[src/rtl/hazard_pkg.sv]
// hazard_pkg: shared constants, scoreboard entry type and tnew decrement helper
package hazard_pkg;
    localparam logic [1:0] FWD_RF = 2'd0;
    localparam logic [1:0] FWD_E = 2'd1;
    localparam logic [1:0] FWD_M = 2'd2;
    localparam logic [1:0] FWD_W = 2'd3;
    localparam logic [1:0] TUSE_NONE = 2'd3;
    localparam int MULT_CYCLES_DEF = 5;
    localparam int DIV_CYCLES_DEF = 10;
    typedef struct packed {
        logic [4:0] dst;
        logic [1:0] tnew;
    } sb_entry_t;
    function automatic logic [1:0] sat_dec(input logic [1:0] x);
        return x == 2'd0 ? 2'd0 : x - 2'd1;
    endfunction
endpackage

[src/rtl/hazard_port_check.sv]
// hazard_port_check: nearest-writer lookup for one source register, yielding stall or forward select
module hazard_port_check import hazard_pkg::*; (
    input  logic [4:0] rn,
    input  logic [1:0] tuse,
    input  sb_entry_t  e,
    input  sb_entry_t  m,
    input  sb_entry_t  w,
    output logic       stall,
    output logic [1:0] fwd
);
    logic chk, e_hit, m_hit, w_hit;
    logic [1:0] tn;
    always_comb begin
        chk = rn != 5'd0 && tuse != TUSE_NONE;
        e_hit = chk && e.dst == rn;
        m_hit = chk && m.dst == rn;
        w_hit = chk && w.dst == rn;
        tn = e_hit ? e.tnew : m_hit ? m.tnew : w.tnew;
        stall = (e_hit | m_hit | w_hit) && tn > tuse;
        fwd = stall ? FWD_RF : e_hit ? FWD_E : m_hit ? FWD_M : w_hit ? FWD_W : FWD_RF;
    end
endmodule

[src/rtl/hazard_ctrl.sv]
// hazard_ctrl: E/M/W writer scoreboard, mult/div busy counter and stall/forward generation
module hazard_ctrl import hazard_pkg::*; #(
    parameter int MULT_CYCLES = MULT_CYCLES_DEF,
    parameter int DIV_CYCLES = DIV_CYCLES_DEF
) (
    input  logic       clk,
    input  logic       reset,
    input  logic       req,
    input  logic [4:0] id_rs,
    input  logic [4:0] id_rt,
    input  logic [1:0] id_tuse_rs,
    input  logic [1:0] id_tuse_rt,
    input  logic [4:0] id_dst,
    input  logic [1:0] id_tnew,
    input  logic       id_md_start,
    input  logic       id_md_div,
    input  logic       id_md_use,
    output logic       stall,
    output logic [1:0] fwd_rs,
    output logic [1:0] fwd_rt,
    output logic       md_busy
);
    localparam int CW = $clog2((MULT_CYCLES > DIV_CYCLES ? MULT_CYCLES : DIV_CYCLES) + 1);
    sb_entry_t e_q, m_q, w_q;
    logic [CW-1:0] cnt_q;
    logic rs_stall, rt_stall;
    hazard_port_check u_rs (
        .rn(id_rs), .tuse(id_tuse_rs), .e(e_q), .m(m_q), .w(w_q), .stall(rs_stall), .fwd(fwd_rs)
    );
    hazard_port_check u_rt (
        .rn(id_rt), .tuse(id_tuse_rt), .e(e_q), .m(m_q), .w(w_q), .stall(rt_stall), .fwd(fwd_rt)
    );
    assign md_busy = cnt_q != '0;
    assign stall = rs_stall | rt_stall | (id_md_use & md_busy);
    always_ff @(posedge clk) begin
        if (reset || req) begin
            e_q <= '0;
            m_q <= '0;
            w_q <= '0;
        end else begin
            w_q <= sb_entry_t'{m_q.dst, sat_dec(m_q.tnew)};
            m_q <= sb_entry_t'{e_q.dst, sat_dec(e_q.tnew)};
            e_q <= stall ? '0 : sb_entry_t'{id_dst, sat_dec(id_tnew)};
        end
    end
    always_ff @(posedge clk) begin
        if (reset)
            cnt_q <= '0;
        else if (id_md_start && !stall && !req)
            cnt_q <= id_md_div ? CW'(DIV_CYCLES) : CW'(MULT_CYCLES);
        else if (md_busy)
            cnt_q <= cnt_q - 1'b1;
    end
endmodule

[config.mk]
export PLATFORM = sky130hd
export DESIGN_NAME = hazard_ctrl
export DESIGN_NICKNAME = d
export VERILOG_FILES = /design/src/rtl/hazard_pkg.sv /design/src/rtl/hazard_port_check.sv /design/src/rtl/hazard_ctrl.sv
export SDC_FILE = /design/constraint.sdc
export NUM_CORES = 1
export LEC_CHECK = 0
export ABC_AREA = 1
export CORE_UTILIZATION = 50
export CTS_CLUSTER_SIZE = 24
export DETAILED_ROUTE_END_ITERATION = 8
export PLACE_DENSITY = 0.83
export SLEW_MARGIN = 40
export SYNTH_ARGS = -nofsm -noshare
export SYNTH_HDL_FRONTEND = slang
export SYNTH_SLANG_ARGS = --single-unit
[constraint.sdc]
create_clock -name clk -period 2.98 [get_ports clk]
set_clock_uncertainty 0.2 [all_clocks]
set_input_delay 0.447 -clock clk [delete_from_list [all_inputs] [get_ports clk]]
set_output_delay 0.447 -clock clk [all_outputs]
set_load 0.05 [all_outputs]
# ---- Yosys cells after proc, flatten, opt, wreduce, memory -nomap -nowiden
# Index checks and enable logic that the tools add are counted.
dict set report classes {
  add_sub_neg 4
  magnitude_cmp 2
  n_eq_ne 8
  muxes 15
  bitwise_logic 7
  n_reduce_logical 26
}
# cell n
set ops {}
lappend ops {{5-bit equality test} 6}
lappend ops {{2-bit two-way mux} 12}
lappend ops {{1-bit logical AND} 12}
lappend ops {{4-bit two-way mux} 3}
lappend ops {{5-bit nonzero test} 2}
lappend ops {{2-bit zero test} 3}
lappend ops {{1-bit bitwise OR} 6}
lappend ops {{2-bit OR reduction} 3}
lappend ops {{2-bit by 1-bit subtractor with 2-bit output (second input constant)} 3}
lappend ops {{2-bit > comparator} 2}
lappend ops {{2-bit inequality test (second input constant)} 2}
lappend ops {{4-bit nonzero test} 1}
lappend ops {{4-bit by 1-bit subtractor with 4-bit output (second input constant)} 1}
lappend ops {{3-bit OR reduction} 1}
lappend ops {{1-bit zero test} 2}
lappend ops {{2-bit nonzero test} 1}
lappend ops {{1-bit AND} 1}
lappend ops {{1-bit logical OR} 1}
dict set report word_totals {
  ff_bits 25
  in_bits 27
  out_inout_bits 6
  elab_cells 69
}

# ---- Longest topological paths before layout
dict set report depth {
  word_depth 13
  mapped_depth 19
  depth_no_buf 19
}

# ---- Cells and area by module
# Synthesis repeated with hierarchy kept, for this count alone.
dict set report hier_totals {
  cells_unflattened 264
  hier_area_um2 1736.7
}
# module n_inst cells_per_inst area_per_inst_um2 seq_area_each_um2
set by_module_without_submodules {}
lappend by_module_without_submodules {hazard_ctrl 1 112 915.9 500.5}
lappend by_module_without_submodules {hazard_port_check 2 76 410.4 0.0}

# ---- Least setup slack after synthesis
# No wires, ideal clock.
dict set report synth_path {
  path_kind {input-to-output}
  startpoint {in id_rt[0]}
  endpoint {out fwd_rt[1]}
  arrival_ns 2.908
  t_required_ns 2.333
  path_slack_ns -0.575
  stages 14
  n_path_buf 0
  path_cell_list {inv_1 nand2_1 nand2_1 nand2_1 nor2_1 nand3_2 inv_1 a21oi_1 o21ai_0 o21ai_0 ha_1 a21oi_1 a21oi_1 a211oi_1}
}
dict set report synth_between {
  elab_chain_len 8
  word_cells_on_any_way 18
  classes_between {order compare (1); eq/ne (3); mux (6); bitwise (2); reduce/logical (6)}
}
# item line
set synth_rtl {}
lappend synth_rtl {{start: declaration} hazard_ctrl.sv:10} ;# input logic [4:0] id_rt,
lappend synth_rtl {{5-bit nonzero test} hazard_port_check.sv:14} ;# chk = rn != 5'd0 && tuse != TUSE_NONE;
lappend synth_rtl {{1-bit logical AND} hazard_port_check.sv:14}
lappend synth_rtl {{1-bit logical AND} hazard_port_check.sv:16} ;# m_hit = chk && m.dst == rn;
lappend synth_rtl {{2-bit two-way mux (2 in series)} hazard_port_check.sv:18} ;# tn = e_hit ? e.tnew : m_hit ? m.tnew : w.tnew;
lappend synth_rtl {{2-bit > comparator} hazard_port_check.sv:19} ;# stall = (e_hit | m_hit | w_hit) && tn > tuse;
lappend synth_rtl {{1-bit logical AND} hazard_port_check.sv:19}
lappend synth_rtl {{2-bit two-way mux *} hazard_port_check.sv:20} ;# fwd = stall ? FWD_RF : e_hit ? FWD_E : m_hit ? FWD_M : w_hit ? FWD_W : FWD_RF;
lappend synth_rtl {{end: declaration} hazard_ctrl.sv:20} ;# output logic [1:0] fwd_rt,
# Every way passes the cells marked *; elsewhere a longest branch is shown, timed or not.

# ---- Final worst setup path
dict set report layout_path {
  startpoint {reg e_q[2] in the netlist's numbering}
  endpoint {out fwd_rt[1]}
}
dict set report layout_between {
  elab_chain_len 6
  word_cells_on_any_way 9
  classes_between {order compare (1); eq/ne (1); mux (3); bitwise (2); reduce/logical (2)}
}
# item line
set layout_rtl {}
lappend layout_rtl {{start: declaration} hazard_ctrl.sv:24} ;# sb_entry_t e_q, m_q, w_q;
lappend layout_rtl {{start signal: assignment} hazard_ctrl.sv:43} ;# e_q <= stall ? '0 : sb_entry_t'{id_dst, sat_dec(id_tnew)};
lappend layout_rtl {{5-bit equality test *} hazard_port_check.sv:15} ;# e_hit = chk && e.dst == rn;
lappend layout_rtl {{1-bit logical AND *} hazard_port_check.sv:15}
lappend layout_rtl {{2-bit two-way mux or 1-bit bitwise OR (tied branches)} {hazard_port_check.sv:18, hazard_port_check.sv:19}}
lappend layout_rtl {{2-bit > comparator or 1-bit bitwise OR (tied branches)} hazard_port_check.sv:19}
lappend layout_rtl {{1-bit logical AND} hazard_port_check.sv:19}
lappend layout_rtl {{2-bit two-way mux *} hazard_port_check.sv:20}
# Marked as above.

==> flow_metrics.py <==
metrics = {
    "layout": {
        "final_cells": 346,
        "stdcell_area_sq_mm": 0.00241,
        "fillCellCount": 224,
        "drive_above_1_share": 0.278,
        "final_nets": 339,
        "diodes": 0,
        "syn2layout_area_growth_pct": 47.7,
    },
    "setup_path": {
        "critPathMaxStageDelay_ns": 0.38,
        "crit_fanout": 4,
        "crit_path_end_kind": "output pin",
        "critPathRequiredTime_ns": 2.33,
        "slowest_stage": "dfxtp_4",
        "worstSetupPathType": "reg -> out",
        "cp-start-kind": "flop",
        "crit_arrival_ns": 2.49,
        "reg2reg_depth": 18,
        "crit_chain": "inv_2 > nand2_2 > nand2_2 > nand2_1 > nor2_2 > nand3_2 > inv_2 > a21oi_2 > o21ai_1 > o21ai_1 > ha_1 > a21oi_2 > a21oi_4 > a211oi_2 > buf_12",
    },
    "floorplan": {
        "dieArea_sq_mm": 0.00350,
        "rows": 20,
        "core-area_sq_mm": 0.00308,
        "io_pins": 33,
        "die_h_um": 59.1,
        "start_util": 0.530,
        "fp.dieW_um": 59.1,
    },
    "sta": {
        "tightest_slew_ns": 0.488,
        "period_share": 1.05,
        "setup_viol": 5,
        "finalSetupTns_ns": -0.663,
        "whs_ns": 0.240,
        "setup_slack_ns": -0.158,
        "hold_viol": 0,
        "min_period_ns": 3.14,
        "max_freq_ghz": 0.319,
        "relSlewSlack": 0.674,
        "slew_violations": 0,
        "rsz0062_at_grt": "true",
    },
    "logic_synthesis": {
        "synth_fp_nets": 272,
        "ys_async_sr_fraction": 0,
        "synth-edff-count": 0,
        "synth.most_common_cell": "nand2_1",
        "postSynthCellCount": 236,
        "ys_types": 23,
        "synthTopCellsByCount": "nand2_1, inv_1, nor2_1, dfxtp_1, xor2_1",
        "synth_area_sq_mm": 0.00163,
        "ys_ff_latch": 25,
        "yosys.area.top_type": "dfxtp_1",
        "synth.avg_cell_area_sq_um": 6.91,
        "ys.flop_type": "dfxtp_1",
        "yosysSeqAreaShare": 0.307,
        "ys_warn_count": 0,
        "synth_top_area_share": 0.307,
        "synth_top_cells_by_area": "dfxtp_1, nand2_1, inv_1, xor2_1, nor2_1",
    },
    "route": {
        "ant_nets": 0,
        "drc_errors": 0,
        "vias": 1724,
        "vias_per_cell": 4.98,
        "wl_um": 4250,
        "routedWlPerCell_um": 12.3,
        "drt_iter0_markers": 88,
        "dr.pass1.iters": 4,
    },
    "placed_design": {
        "dpl-instance-area_sq_mm": 0.00226,
        "place_congestion": 0.909,
        "place_ws_ns": -0.626,
        "dp_cells": 335,
        "dp_hpwl_um": 3090,
        "io_buffer_count": 32,
    },
    "worst_hold_path": {
        "hp-class": "reg -> reg",
        "hold_path_depth": 1,
    },
    "clock_network": {
        "clock_latency_ns": 0.32,
        "clkTransAtPathRegs_ns": 0.13,
        "cts_tree": "yes",
        "cts_sinks": 25,
        "cts_max_level": 1,
        "cts-root-buf": "clkbuf_4",
        "clockBufferDepth": 2,
        "cts_buffers": 3,
    },
    "power_and_ir_drop": {
        "p_leak_nw": 1.15,
        "power.density_mw_per_mm2": 441,
        "ir_worst_vdd_mv": 0.419,
    },
    "outcome": {
        "violations": "negative setup slack",
        "outcome": "finished, violations left",
    },
    "global_routing": {
        "antenna_found_initial": 0,
        "grt_overflow_total": 0,
        "grt_pass1_vias": 1622,
        "grt_use_total": 0.257,
        "grt_max_degree": 15,
        "grt_pass1_wl_um": 6710,
    },
    "run": {
        "drv_cap": 0,
    },
}
state kept, by name (all words and copies together) (netlist names):
name and cells:
e_q 7, m_q 7, w_q 7, cnt_q 4
layout make-up:
type                    count  area (sq um)  area share
multi-input cells         164          1050       0.436
repair buffers             63           592       0.246
flip-flops and latches     25           510       0.212
inverters                  46           175      0.0727
well taps                  44          55.1      0.0228
clock buffers               4          26.3      0.0109
power by group:
part / leakage, nW / internal, mW / switching (mW) / total, mW
Clock: 0.0150 / 0.0525 / 0.0958 / 0.148
Sequential: 0.206 / 0.367 / 0.0297 / 0.397
Combinational: 0.933 / 0.234 / 0.284 / 0.517
final timing paths:
| kind | startpoint | endpoint | slack (ns) |
|---|---|---|---|
| setup / recovery | e_q[2] | fwd_rt[1] | -0.16 |
| hold / removal | m_q[0] | w_q[0] | 0.24 |
| setup reg to reg | e_q[2] | e_q[1] | 0.25 |
| hold reg to reg | m_q[0] | w_q[0] | 0.24 |
per-layer routing:
metal,vias up,share of wire,track usage
met5,-,0,0
met4,0,0.027,0.0986
met3,12,0.051,0.0218
met2,66,0.49,0.474
met1,784,0.44,0.305
li1,862,-,-
worst max-delay path: cells and delay by family, from the launching register on:
kind                       cells  cell delay [ns]
AOI/OAI and AO/OA              6             0.69
and+or+nand+nor                5             0.43
DFF                            1             0.38
buffers and inverters          3             0.32
adders and majority gates      1             0.34
through the flow:
step	util	total power, mW
floorplan	-	0.707
global placement	0.734	0.876
detailed placement	0.734	0.891
CTS	0.776	1.05
global route	0.783	1.13
finish	0.783	1.06
what timing repair did:
action	4_1_cts	5_1_grt
hold buffers	0	0
gates cloned	0	0
pin swaps	25	2
buffers inserted	6	1
gates resized for setup	66	9
endpoints found under the setup margin	16	5
layout by cell type (no fill, tap or decap), drive strengths merged:
cell type       n
a211oi          2
a21o            1
a21oi          12
buf            40
clkbuf          5
clkdlybuf4s15   5
clkdlybuf4s50  13
dfxtp          25
dlygate4sd2     4
ha              9
inv            46
nand2          46
nand3          11
nand4           6
nor2           38
nor3            5
o211ai          2
o21ai           7
or2             2
xnor2           5
xor2           18
cells by family (layout without fill, tap and decap cells):
group | count (synthesis) | count (layout) | synth area share
xor+xnor | 23 | 23 | 0.123
flops | 25 | 25 | 0.307
buf+inv | 47 | 113 | 0.108
fa+ha+maj | 9 | 9 | 0.0690
compound gates | 24 | 24 | 0.0882
simple gates | 108 | 108 | 0.304
Power figures use the tool's default switching activity.
==> RTL change: new RTL, same flow settings <==
Change the package constant `DIV_CYCLES_DEF` from 10 to 12.
--- a/src/rtl/hazard_pkg.sv
+++ b/src/rtl/hazard_pkg.sv
@@ -7,5 +7,5 @@
     localparam logic [1:0] TUSE_NONE = 2'd3;
     localparam int MULT_CYCLES_DEF = 5;
-    localparam int DIV_CYCLES_DEF = 10;
+    localparam int DIV_CYCLES_DEF = 12;
     typedef struct packed {
         logic [4:0] dst;
Formal check against the unedited RTL: no difference found for any inputs over 10 cycles, from zero or initial values and one cycle with reset high; that may be too few to reach the edited logic, so the function may still have changed.
==> RTL change against the unedited design <==
The run still ends with negative setup slack left; sequential power is essentially flat; worst setup slack gained 2.7 ps; core utilization shrank 0.87 points; cell area shrank 1.9%; die area shrank 0.83%; sequential cell count is the same; synthesized area shrank 0.84%; wire length shrank 4.5%; synthesized cell count shrank 1.3%; power shrank 3.9%; largest cell class unchanged.
==> RTL change: results (changes against the unedited design) <==
Critical path
  • Maximum single-stage delay on the critical path: 290 ps (-90 ps)
  • Endpoint of the worst-slack reg-to-reg timing path: cnt_q[2]
  • Critical Path End: fwd_rs[1]
  • Start point of the critical path: id_rs[0]
  • Highest-delay cell along the critical path: sky130_fd_sc_hd__ha_1
  • Family with the most delay on the worst path: compound AO/OA/AOI/OAI gates
  • Length in cells of the worst reg-to-reg path: 20 (+2)
  • Launching point of the worst reg2reg path: e_q[2]

Pwr
  • Maximum ir drop on the vdd rail: 0.365 mV (-13%)
  • Clk pwr share: 14.7% (+0.7 points)
  • Power in the clock group: around 0.00015 W
  • Leakage: 1.12 nW (-2.7%)
  • Switching power as a share of total power: 37.8% (-0.66 points)

GRT
  • GRT met1 Usage: 30.6% (+0.072 points)
  • First-pass GRT wire length: 6710 microns (+0.10%)
  • Met3 global-route usage: 1.98% (-0.21 points)
  • Initial antenna violation count: 0 (unchanged)
  • Total global routing track utilization: 25.5% (-0.18 points)
  • Met2 layer usage reported by global route: 46.9% (-0.49 points)
  • Vias in the first global route: 1576 (-2.8%)

Routing
  • Vias/cell: 4.88 (-2.1%)
  • Wire length on met3: 222 microns (+3.3%)
  • Met2 wire len: 2070 microns (about the same)
  • Violation count after the first detailed-route iteration: 86 (-2.3%)
  • Average wire per standard cell: 11.9 microns (-3.1%)
  • DRT met1 WL: 1690 microns (-8.8%)

Yosys
  • Synth Net Count: 269 (-1.1%)
  • Register area share after synthesis: 30.9% (+0.26 points)
  • Synth cell count leaders: sky130_fd_sc_hd__nand2_1, sky130_fd_sc_hd__inv_1, sky130_fd_sc_hd__nor2_1
  • Yosys warns: 0 (unchanged)
  • Number of distinct library cells after synthesis: 21 (-8.7%)
  • Cell types occupying the most area after synthesis: sky130_fd_sc_hd__dfxtp_1, sky130_fd_sc_hd__nand2_1, sky130_fd_sc_hd__inv_1
  • Complex-gate fraction of the synthesized area: 9.36% (+0.54 points)
  • Cells after Synth: 233 (-1.3%)
  • Share of the synthesized netlist area taken by xor and xnor gates: 12.5% (+0.11 points)
  • Arithmetic-cell share of the synthesized area counting full adders, half adders and majority gates: 6.96% (+0.059 points)

Layout
  • Final cell count without fillers: 341 (-1.4%)
  • N_diodes: 0 (unchanged)
  • Share of post-route cells with drive strength above 1: 30.0% (+2.2 points)
  • Fillers: 225 (+0.45%)

Timing
  • Worst setup slack after layout: -156 ps (+2.67 ps)
  • Number of setup violations in the final report: 5 (unchanged)
  • Slew of the pin with the lowest slew margin: 486 ps (-1.72 ps)

Run status
  • Outcome: finished, violations left
  • Violated checks: negative setup slack

Hold path
  • Cell count of the worst hold path: 1 (unchanged)

Placement
  • Number of cells after detailed placement: 331 (-1.2%)
  • Estimated wirelength of the detail-placed design: 3010 microns (-2.4%)
[RTL change: timing repair]
action,CTS,global route
endpoints found under the hold margin,0,0
gates resized for setup,68,9
setup buffers,4,2
pin swaps,21,10
endpoints found under the setup margin,9,7
[RTL change: layout make-up]
cell class / count / area [sq um] / area share [%]
multi-input cells: 160 / 1040 / 44.0
repair buffers: 61 / 559 / 23.7
flip-flops and latches: 25 / 505 / 21.4
inverters: 47 / 176 / 7.46
well taps: 44 / 55.1 / 2.33
clock buffers: 4 / 26.3 / 1.11
[RTL change: per-stage QoR]
| stage | setup TNS [ps] | util [%] | hold slack (ps) | setup slack, ps | cell area, sq um |
|---|---|---|---|---|---|
| after CTS | -189 | 76.8 | 259 | -64.8 | 2350 |
| after floorplan | -164 | - | 200 | -122 | 1640 |
| after global routing | -1220 | 77.4 | 267 | -281 | 2360 |
| after global placement | -5660 | 72.6 | 208 | -530 | 2220 |
| after detailed placement | -6220 | 72.6 | 239 | -545 | 2220 |
| final | -528 | 77.4 | 255 | -156 | 2360 |
